<file path="src/rtl/horner_pkg.sv">
// Shared definitions for the Horner packet sequencer: FSM states,
// header field positions and default sizing.
package horner_pkg;

  // Default sizing of the sequencer.
  localparam int MAX_DEG_DEF = 7;
  localparam int NX_W_DEF    = 16;

  // Header beat layout: degree in the low nibble, x count in the upper half-word.
  localparam int HDR_DEG_LSB = 0;
  localparam int HDR_DEG_W   = 4;
  localparam int HDR_NX_LSB  = 16;

  // Coefficient index width seen by the core (index 0 = highest order).
  localparam int COEF_IDX_W  = 3;

  // Sequencer states.
  typedef enum logic [2:0] {
    ST_HDR   = 3'd0,
    ST_COEF  = 3'd1,
    ST_XWAIT = 3'd2,
    ST_RUN   = 3'd3,
    ST_DRAIN = 3'd4
  } state_e;

  // A header is unusable when its degree exceeds what the core supports or
  // when it announces no x samples at all.
  function automatic logic hdr_is_bad(input logic [HDR_DEG_W-1:0] deg,
                                      input logic                 nx_zero,
                                      input int                   max_deg);
    return (int'(deg) > max_deg) || nx_zero;
  endfunction

endpackage

</file>
<file path="src/rtl/horner_seq_axis_out_reg.sv">
// Single-entry master-side output register. Holds one result with its
// tlast until the downstream consumer takes it.
module axis_out_reg
  import horner_pkg::*;
#(
  parameter int OUT_W = 8
) (
  input  logic             aclk,
  input  logic             aresetn,
  input  logic             load_i,
  input  logic [OUT_W-1:0] data_i,
  input  logic             last_i,
  input  logic             m_tready_i,
  output logic [OUT_W-1:0] m_tdata_o,
  output logic             m_tvalid_o,
  output logic             m_tlast_o,
  output logic             free_o
);

  logic [OUT_W-1:0] data_q;
  logic             valid_q;
  logic             last_q;

  // Load a new result, or retire the held one when the consumer accepts it.
  // The sequencer never loads while an unaccepted result is held, so load
  // simply takes priority.
  always_ff @(posedge aclk or negedge aresetn) begin
    if (!aresetn) begin
      data_q  <= '0;
      valid_q <= 1'b0;
      last_q  <= 1'b0;
    end else if (load_i) begin
      data_q  <= data_i;
      valid_q <= 1'b1;
      last_q  <= last_i;
    end else if (valid_q && m_tready_i) begin
      valid_q <= 1'b0;
      last_q  <= 1'b0;
    end
  end

  // The slot is free for a new result either when empty or when the held
  // result is being taken in this very cycle.
  assign free_o     = !valid_q || m_tready_i;
  assign m_tdata_o  = data_q;
  assign m_tvalid_o = valid_q;
  assign m_tlast_o  = last_q;

endmodule

</file>
<file path="src/rtl/horner_seq.sv">
// Packet sequencer in front of the Horner evaluation core. Parses the
// header, streams coefficients into the core, feeds x samples one at a time
// and returns each result on the master stream with tlast.
module horner_seq
  import horner_pkg::*;
#(
  parameter int DATA_W  = 64,
  parameter int OUT_W   = 8,
  parameter int MAX_DEG = MAX_DEG_DEF,
  parameter int NX_W    = NX_W_DEF
) (
  input  logic                  aclk,
  input  logic                  aresetn,
  // slave stream
  input  logic [DATA_W-1:0]     s_tdata,
  input  logic                  s_tvalid,
  output logic                  s_tready,
  input  logic                  s_tlast,
  // master stream
  output logic [OUT_W-1:0]      m_tdata,
  output logic                  m_tvalid,
  input  logic                  m_tready,
  output logic                  m_tlast,
  // core interface
  output logic                  core_coef_we,
  output logic [COEF_IDX_W-1:0] core_coef_idx,
  output logic [DATA_W-1:0]     core_coef_data,
  output logic                  core_start,
  output logic [DATA_W-1:0]     core_x,
  input  logic                  core_done,
  input  logic [OUT_W-1:0]      core_result,
  // status
  input  logic                  err_clr,
  output logic                  err_hdr,
  output logic                  err_len,
  output logic                  busy
);

  // ---------------------------------------------------------------------
  // Registered state
  // ---------------------------------------------------------------------
  state_e                  state_q;
  logic                    rdy_en_q;      // low only until the first clock after reset
  logic [COEF_IDX_W-1:0]   deg_q;         // polynomial degree of current packet
  logic [COEF_IDX_W-1:0]   coef_cnt_q;    // next coefficient index
  logic [NX_W-1:0]         nx_last_q;     // NX-1, index of the final x beat
  logic [NX_W-1:0]         x_cnt_q;       // index of the next x beat
  logic                    x_tlast_q;     // in-flight x arrived with tlast
  logic                    x_final_q;     // in-flight x is beat NX
  logic                    coef_we_q;
  logic [COEF_IDX_W-1:0]   coef_idx_q;
  logic [DATA_W-1:0]       coef_data_q;
  logic                    start_q;
  logic [DATA_W-1:0]       x_q;
  logic                    err_hdr_q;
  logic                    err_len_q;

  // ---------------------------------------------------------------------
  // Combinational helpers
  // ---------------------------------------------------------------------
  logic [HDR_DEG_W-1:0]    hdr_deg;
  logic [NX_W-1:0]         hdr_nx;
  logic                    hdr_bad;
  logic                    s_hs;
  logic                    s_ready_state;
  logic                    x_is_final;
  logic                    out_free;
  logic                    out_load;
  logic                    out_last;

  assign hdr_deg    = s_tdata[HDR_DEG_LSB +: HDR_DEG_W];
  assign hdr_nx     = s_tdata[HDR_NX_LSB +: NX_W];
  assign hdr_bad    = hdr_is_bad(hdr_deg, (hdr_nx == '0), MAX_DEG);
  assign x_is_final = (x_cnt_q == nx_last_q);

  // Ready per state. In XWAIT the next x is only taken when the output
  // register can absorb its result, which is what keeps results from being
  // overwritten before the consumer has taken them.
  always_comb begin
    s_ready_state = 1'b0;
    unique case (state_q)
      ST_HDR, ST_COEF, ST_DRAIN: s_ready_state = 1'b1;
      ST_XWAIT:                  s_ready_state = out_free;
      default:                   s_ready_state = 1'b0;
    endcase
  end

  assign s_tready = rdy_en_q & s_ready_state;
  assign s_hs     = s_tvalid & s_tready;

  // A core result is only meaningful while we are waiting for it; a stray
  // done after reset or in any other state is ignored.
  assign out_load = (state_q == ST_RUN) && core_done;
  assign out_last = x_tlast_q | x_final_q;

  // ---------------------------------------------------------------------
  // Sequencer FSM with its counters, core strobes and sticky errors
  // ---------------------------------------------------------------------
  always_ff @(posedge aclk or negedge aresetn) begin
    if (!aresetn) begin
      state_q     <= ST_HDR;
      rdy_en_q    <= 1'b0;
      deg_q       <= '0;
      coef_cnt_q  <= '0;
      nx_last_q   <= '0;
      x_cnt_q     <= '0;
      x_tlast_q   <= 1'b0;
      x_final_q   <= 1'b0;
      coef_we_q   <= 1'b0;
      coef_idx_q  <= '0;
      coef_data_q <= '0;
      start_q     <= 1'b0;
      x_q         <= '0;
      err_hdr_q   <= 1'b0;
      err_len_q   <= 1'b0;
    end else begin
      rdy_en_q  <= 1'b1;
      coef_we_q <= 1'b0;
      start_q   <= 1'b0;

      unique case (state_q)
        ST_HDR: begin
          if (s_hs) begin
            if (hdr_bad) begin
              // A bad header that also ends the packet needs no draining.
              err_hdr_q <= 1'b1;
              state_q   <= s_tlast ? ST_HDR : ST_DRAIN;
            end else if (s_tlast) begin
              err_len_q <= 1'b1;
            end else begin
              deg_q      <= hdr_deg[COEF_IDX_W-1:0];
              nx_last_q  <= hdr_nx - NX_W'(1);
              coef_cnt_q <= '0;
              x_cnt_q    <= '0;
              state_q    <= ST_COEF;
            end
          end
        end

        ST_COEF: begin
          if (s_hs) begin
            if (s_tlast) begin
              // Truncated packet: abandon it without touching the core.
              err_len_q <= 1'b1;
              state_q   <= ST_HDR;
            end else begin
              coef_we_q   <= 1'b1;
              coef_idx_q  <= coef_cnt_q;
              coef_data_q <= s_tdata;
              coef_cnt_q  <= coef_cnt_q + COEF_IDX_W'(1);
              if (coef_cnt_q == deg_q) begin
                state_q <= ST_XWAIT;
              end
            end
          end
        end

        ST_XWAIT: begin
          if (s_hs) begin
            x_q       <= s_tdata;
            start_q   <= 1'b1;
            x_tlast_q <= s_tlast;
            x_final_q <= x_is_final;
            x_cnt_q   <= x_cnt_q + NX_W'(1);
            // tlast must coincide exactly with the final x beat.
            if (s_tlast != x_is_final) begin
              err_len_q <= 1'b1;
            end
            state_q <= ST_RUN;
          end
        end

        ST_RUN: begin
          if (core_done) begin
            if (x_tlast_q) begin
              state_q <= ST_HDR;
            end else if (x_final_q) begin
              state_q <= ST_DRAIN;
            end else begin
              state_q <= ST_XWAIT;
            end
          end
        end

        ST_DRAIN: begin
          if (s_hs && s_tlast) begin
            state_q <= ST_HDR;
          end
        end

        default: state_q <= ST_HDR;
      endcase

      // Clearing wins over any error raised in the same cycle.
      if (err_clr) begin
        err_hdr_q <= 1'b0;
        err_len_q <= 1'b0;
      end
    end
  end

  // ---------------------------------------------------------------------
  // Master-side output register
  // ---------------------------------------------------------------------
  axis_out_reg #(
    .OUT_W (OUT_W)
  ) u_out_reg (
    .aclk       (aclk),
    .aresetn    (aresetn),
    .load_i     (out_load),
    .data_i     (core_result),
    .last_i     (out_last),
    .m_tready_i (m_tready),
    .m_tdata_o  (m_tdata),
    .m_tvalid_o (m_tvalid),
    .m_tlast_o  (m_tlast),
    .free_o     (out_free)
  );

  assign core_coef_we   = coef_we_q;
  assign core_coef_idx  = coef_idx_q;
  assign core_coef_data = coef_data_q;
  assign core_start     = start_q;
  assign core_x         = x_q;
  assign err_hdr        = err_hdr_q;
  assign err_len        = err_len_q;
  assign busy           = (state_q != ST_HDR);

endmodule

</file>
<file path="config.mk">
export PLATFORM = sky130hd
export DESIGN_NAME = horner_seq
export DESIGN_NICKNAME = d
export VERILOG_FILES = /design/src/rtl/horner_pkg.sv /design/src/rtl/horner_seq_axis_out_reg.sv /design/src/rtl/horner_seq.sv
export SDC_FILE = /design/constraint.sdc
export NUM_CORES = 1
export LEC_CHECK = 0
export ABC_AREA = 1
export CELL_PAD_IN_SITES_DETAIL_PLACEMENT = 0
export CELL_PAD_IN_SITES_GLOBAL_PLACEMENT = 2
export CORE_ASPECT_RATIO = 1.4
export CORE_UTILIZATION = 30
export DETAILED_ROUTE_END_ITERATION = 8
export GPL_ROUTABILITY_DRIVEN = 1
export HOLD_SLACK_MARGIN = 0.06
export PLACE_DENSITY = 0.88
export SLEW_MARGIN = 20
export SYNTH_ARGS = -nofsm -noshare
export SYNTH_HDL_FRONTEND = slang
export SYNTH_SLANG_ARGS = --single-unit
</file>
<file path="constraint.sdc">
create_clock -name aclk -period 2.76 [get_ports aclk]
set_input_delay 0.276 -clock aclk [delete_from_list [all_inputs] [get_ports aclk]]
set_output_delay 0.276 -clock aclk [all_outputs]
set_load 0.03 [all_outputs]
</file>
==> impl_metrics.yaml <==
floorplan:
  start_util_pct: 30.8
  die_w_um: 143
  num_rows: 71
  io_pins: 226
  fp.dieH_um: 199
  dieArea_um2: 28500
  core_area_um2: 27100
detailed_routing:
  viasPerCell: 4.36
  drtIter0Drc: 333
  routed_wirelength_mm: 24.0
  drtPass1Iterations: 5
  drc: 0
  routedWlPerCell_um: 15.1
  vias: 6903
  route.antenna.remaining_nets: 0
power:
  leakagePower_nw: 5.56
  power_w: 0.0133
  powerDensity_nw_per_um2: 1150
  peakVddDrop_mv: 0.728
worst_hold_path:
  hold_path.class: "in -> reg"
logic_synthesis:
  yosys.area_share.simple_pct: 25.5
  synth_top_family_by_area: "simple AND/OR/NAND/NOR gates"
  synth.avg_cell_area_um2: 8.45
  syn_inst: 988
  ys_ff_latch: 189
  synth_area_leaders: "dfrtp_1, nand2_1, inv_1, o21ai_1, o21ai_0"
  yosysWarningCount: 0
  yosys.cell_types.count: 35
  synth_mux_area_share_pct: 1.08
  synth_compound_area_share_pct: 6.67
  synthDominantCellAreaShare_pct: 56.7
  synth-adder-area-share_pct: 0.600
  synth-xor-area-share_pct: 2.73
  synth_top_area_cell: "dfrtp_1"
  syn_area_um2: 8350
  syn_nets: 1071
  yosysSeqAreaShare_pct: 56.7
place:
  place_hpwl_mm: 17.4
  port_buffers: 225
  place.gp.congestion: 0.799
  post-place-ws_ps: 370
grt:
  antenna_found_initial: 1
  overflow: 0
  grt_max_degree: 80
  grt_pass1_vias: 7043
  track_usage_pct: 17.9
  grt_pass1_wl_mm: 38.8
cells_and_area:
  multi_input_area_um2: 3070
  drive_gt1_share_pct: 5.99
  fin_util_pct: 42.9
  regArea_um2: 4730
  syn_to_final_growth_pct: 39.1
  fillers: 2711
  fin_nets: 1288
clock_tree:
  clkLatencyLatePin_ps: 440
  cts_root_buffer: "clkbuf_16"
  hold_buffers: 1
  cts_buffer_depth: 2
  cts.clk_slew.worst_paths_ps: 80
  cts_num_sinks: 189
  numCtsBuffers: 17
  cts_setup_buffers: 0
  h-tree-depth: 4
  cts_tree: "built"
  post_cts_resized: 0
setup_path:
  worstPathRequired_ps: 2480
  crit_type: "reg -> out"
  endpoint_kind: "output port"
  crit_arrival_ps: 2080
  critPathMaxFanout: 4
  crit_path_start_kind: "flip-flop"
sta:
  relSlewSlack_pct: 53.7
  setup_ws_ps: 409
  final.setup.tns_ps: 0
  tightestPinTransition_ps: 694
  rsz0062_at_grt: "no"
  setup_viol: 0
  finalHoldViolations: 0
  fmax_mhz: 425
  maxSlewViolCount: 0
  period_needed_ps: 2350
  min_period_over_period_pct: 85.2
  fin_skew_ps: 10.2
run_status:
  outcome: "completed"
flow_run:
  maxCapViolCount: 0
==> final cells by class <==
type,count,share of cell area (%)
multi-input cells,673,26.4
repair buffers,237,20.7
inverters,87,2.82
flip-flops and latches,189,40.7
well taps,365,3.93
clock buffers,17,3.66
clock inverters,15,1.75
diodes,2,0.0431
==> state kept, by name (all words and copies together), names as in the netlist <==
signal / flops
rdy_en_q: 1
core_x: 64
err_len: 1
nx_last_q: 16
core_start: 1
err_hdr: 1
core_coef_data: 64
state_q: 3
x_final_q: 1
x_cnt_q: 16
u_out_reg.m_tdata_o: 8
deg_q: 3
x_tlast_q: 1
u_out_reg.m_tlast_o: 1
coef_cnt_q: 3
u_out_reg.m_tvalid_o: 1
core_coef_we: 1
core_coef_idx: 3
==> cells by family (layout without fill, tap and decap cells) <==
kind of cell             after synthesis  count (layout)
AO/OA/AOI/OAI                        109             109
XOR/XNOR                              26              26
adder cells (fa/ha/maj)                4               4
buffers and inverters                126             356
flip-flops                           189             189
multiplexers                           8               8
other                                  1               3
AND/OR/NAND/NOR                      525             525
==> critical path: stages (launching register included) <==
cell and delay, ps:
dfrtp_1 460, nor2_4 140, nand3_1 90, a21boi_0 220, clkdlybuf4s50_1 730
==> through the flow <==
step / hold slack, ps / std cells / area [µm²]
3_5_place_dp: 367 / 1550 / 11000
3_3_place_gp: 356 / 1550 / 11000
6_report: 395 / 1585 / 11600
2_1_floorplan: -19.6 / 988 / 8350
4_1_cts: 373 / 1583 / 11600
5_1_grt: 394 / 1584 / 11600
==> layer usage <==
metal / vias to the layer above / share of wire, % / wire, µm / global-route usage (%)
met5: - / 0 / 0 / 0
met4: 0 / 2.1 / 513 / 6.77
met3: 27 / 4.5 / 1090 / 4.22
met2: 120 / 54 / 12900 / 32.2
met1: 3262 / 40 / 9520 / 20.3
li1: 3494 / - / - / -
==> cell usage after synthesis (all sizes together) <==
library cell,count
mux2,8
xnor2,5
a31oi,1
nor2,58
nand3,23
nor3,14
clkinv,1
o21ai,100
a21boi,1
inv,86
buf,32
nand2,415
xor2,21
nand3b,2
nor3b,1
or2,1
clkbuf,7
o311ai,1
dfrtp,189
a21oi,6
ha,4
nor4,1
nand4,10
conb,1
==> where the power goes <==
part | switching, W | internal [W]
logic | 0.00372 | 0.00244
clock network | 0.00118 | 0.00146
registers | 0.000674 | 0.00387
total | 0.00557 | 0.00777
==> layout by cell type, fill, tap and decap left out, types with 3 or more instances in the layout <==
cell type,count
a21oi_1,6
buf_12,4
buf_4,7
bufinv_16,3
clkbuf_16,17
clkdlybuf4s50_1,224
dfrtp_1,189
ha_1,4
inv_1,79
inv_2,7
inv_6,6
mux2_2,8
nand2_1,413
nand3_1,21
nand4_1,9
nor2_1,54
nor2_4,4
nor3_1,13
o21ai_0,49
o21ai_1,50
xnor2_1,5
xor2_1,21
==> worst paths after layout <==
path                               startpoint            endpoint  slack, ps  cells after the start
hold / removal                    s_tdata[62]  core_coef_data[62]        400                      3
setup reg to reg                   state_q[2]    core_coef_idx[1]        630                      9
min in group asynchronous             aresetn   core_coef_data[9]        410                      2
hold reg to reg            core_coef_data[60]  core_coef_data[60]        480                      2
max in group asynchronous             aresetn            rdy_en_q       1450                      3
setup / recovery                   state_q[2]            s_tready        410                      4
(Power assumes the default switching activity.)
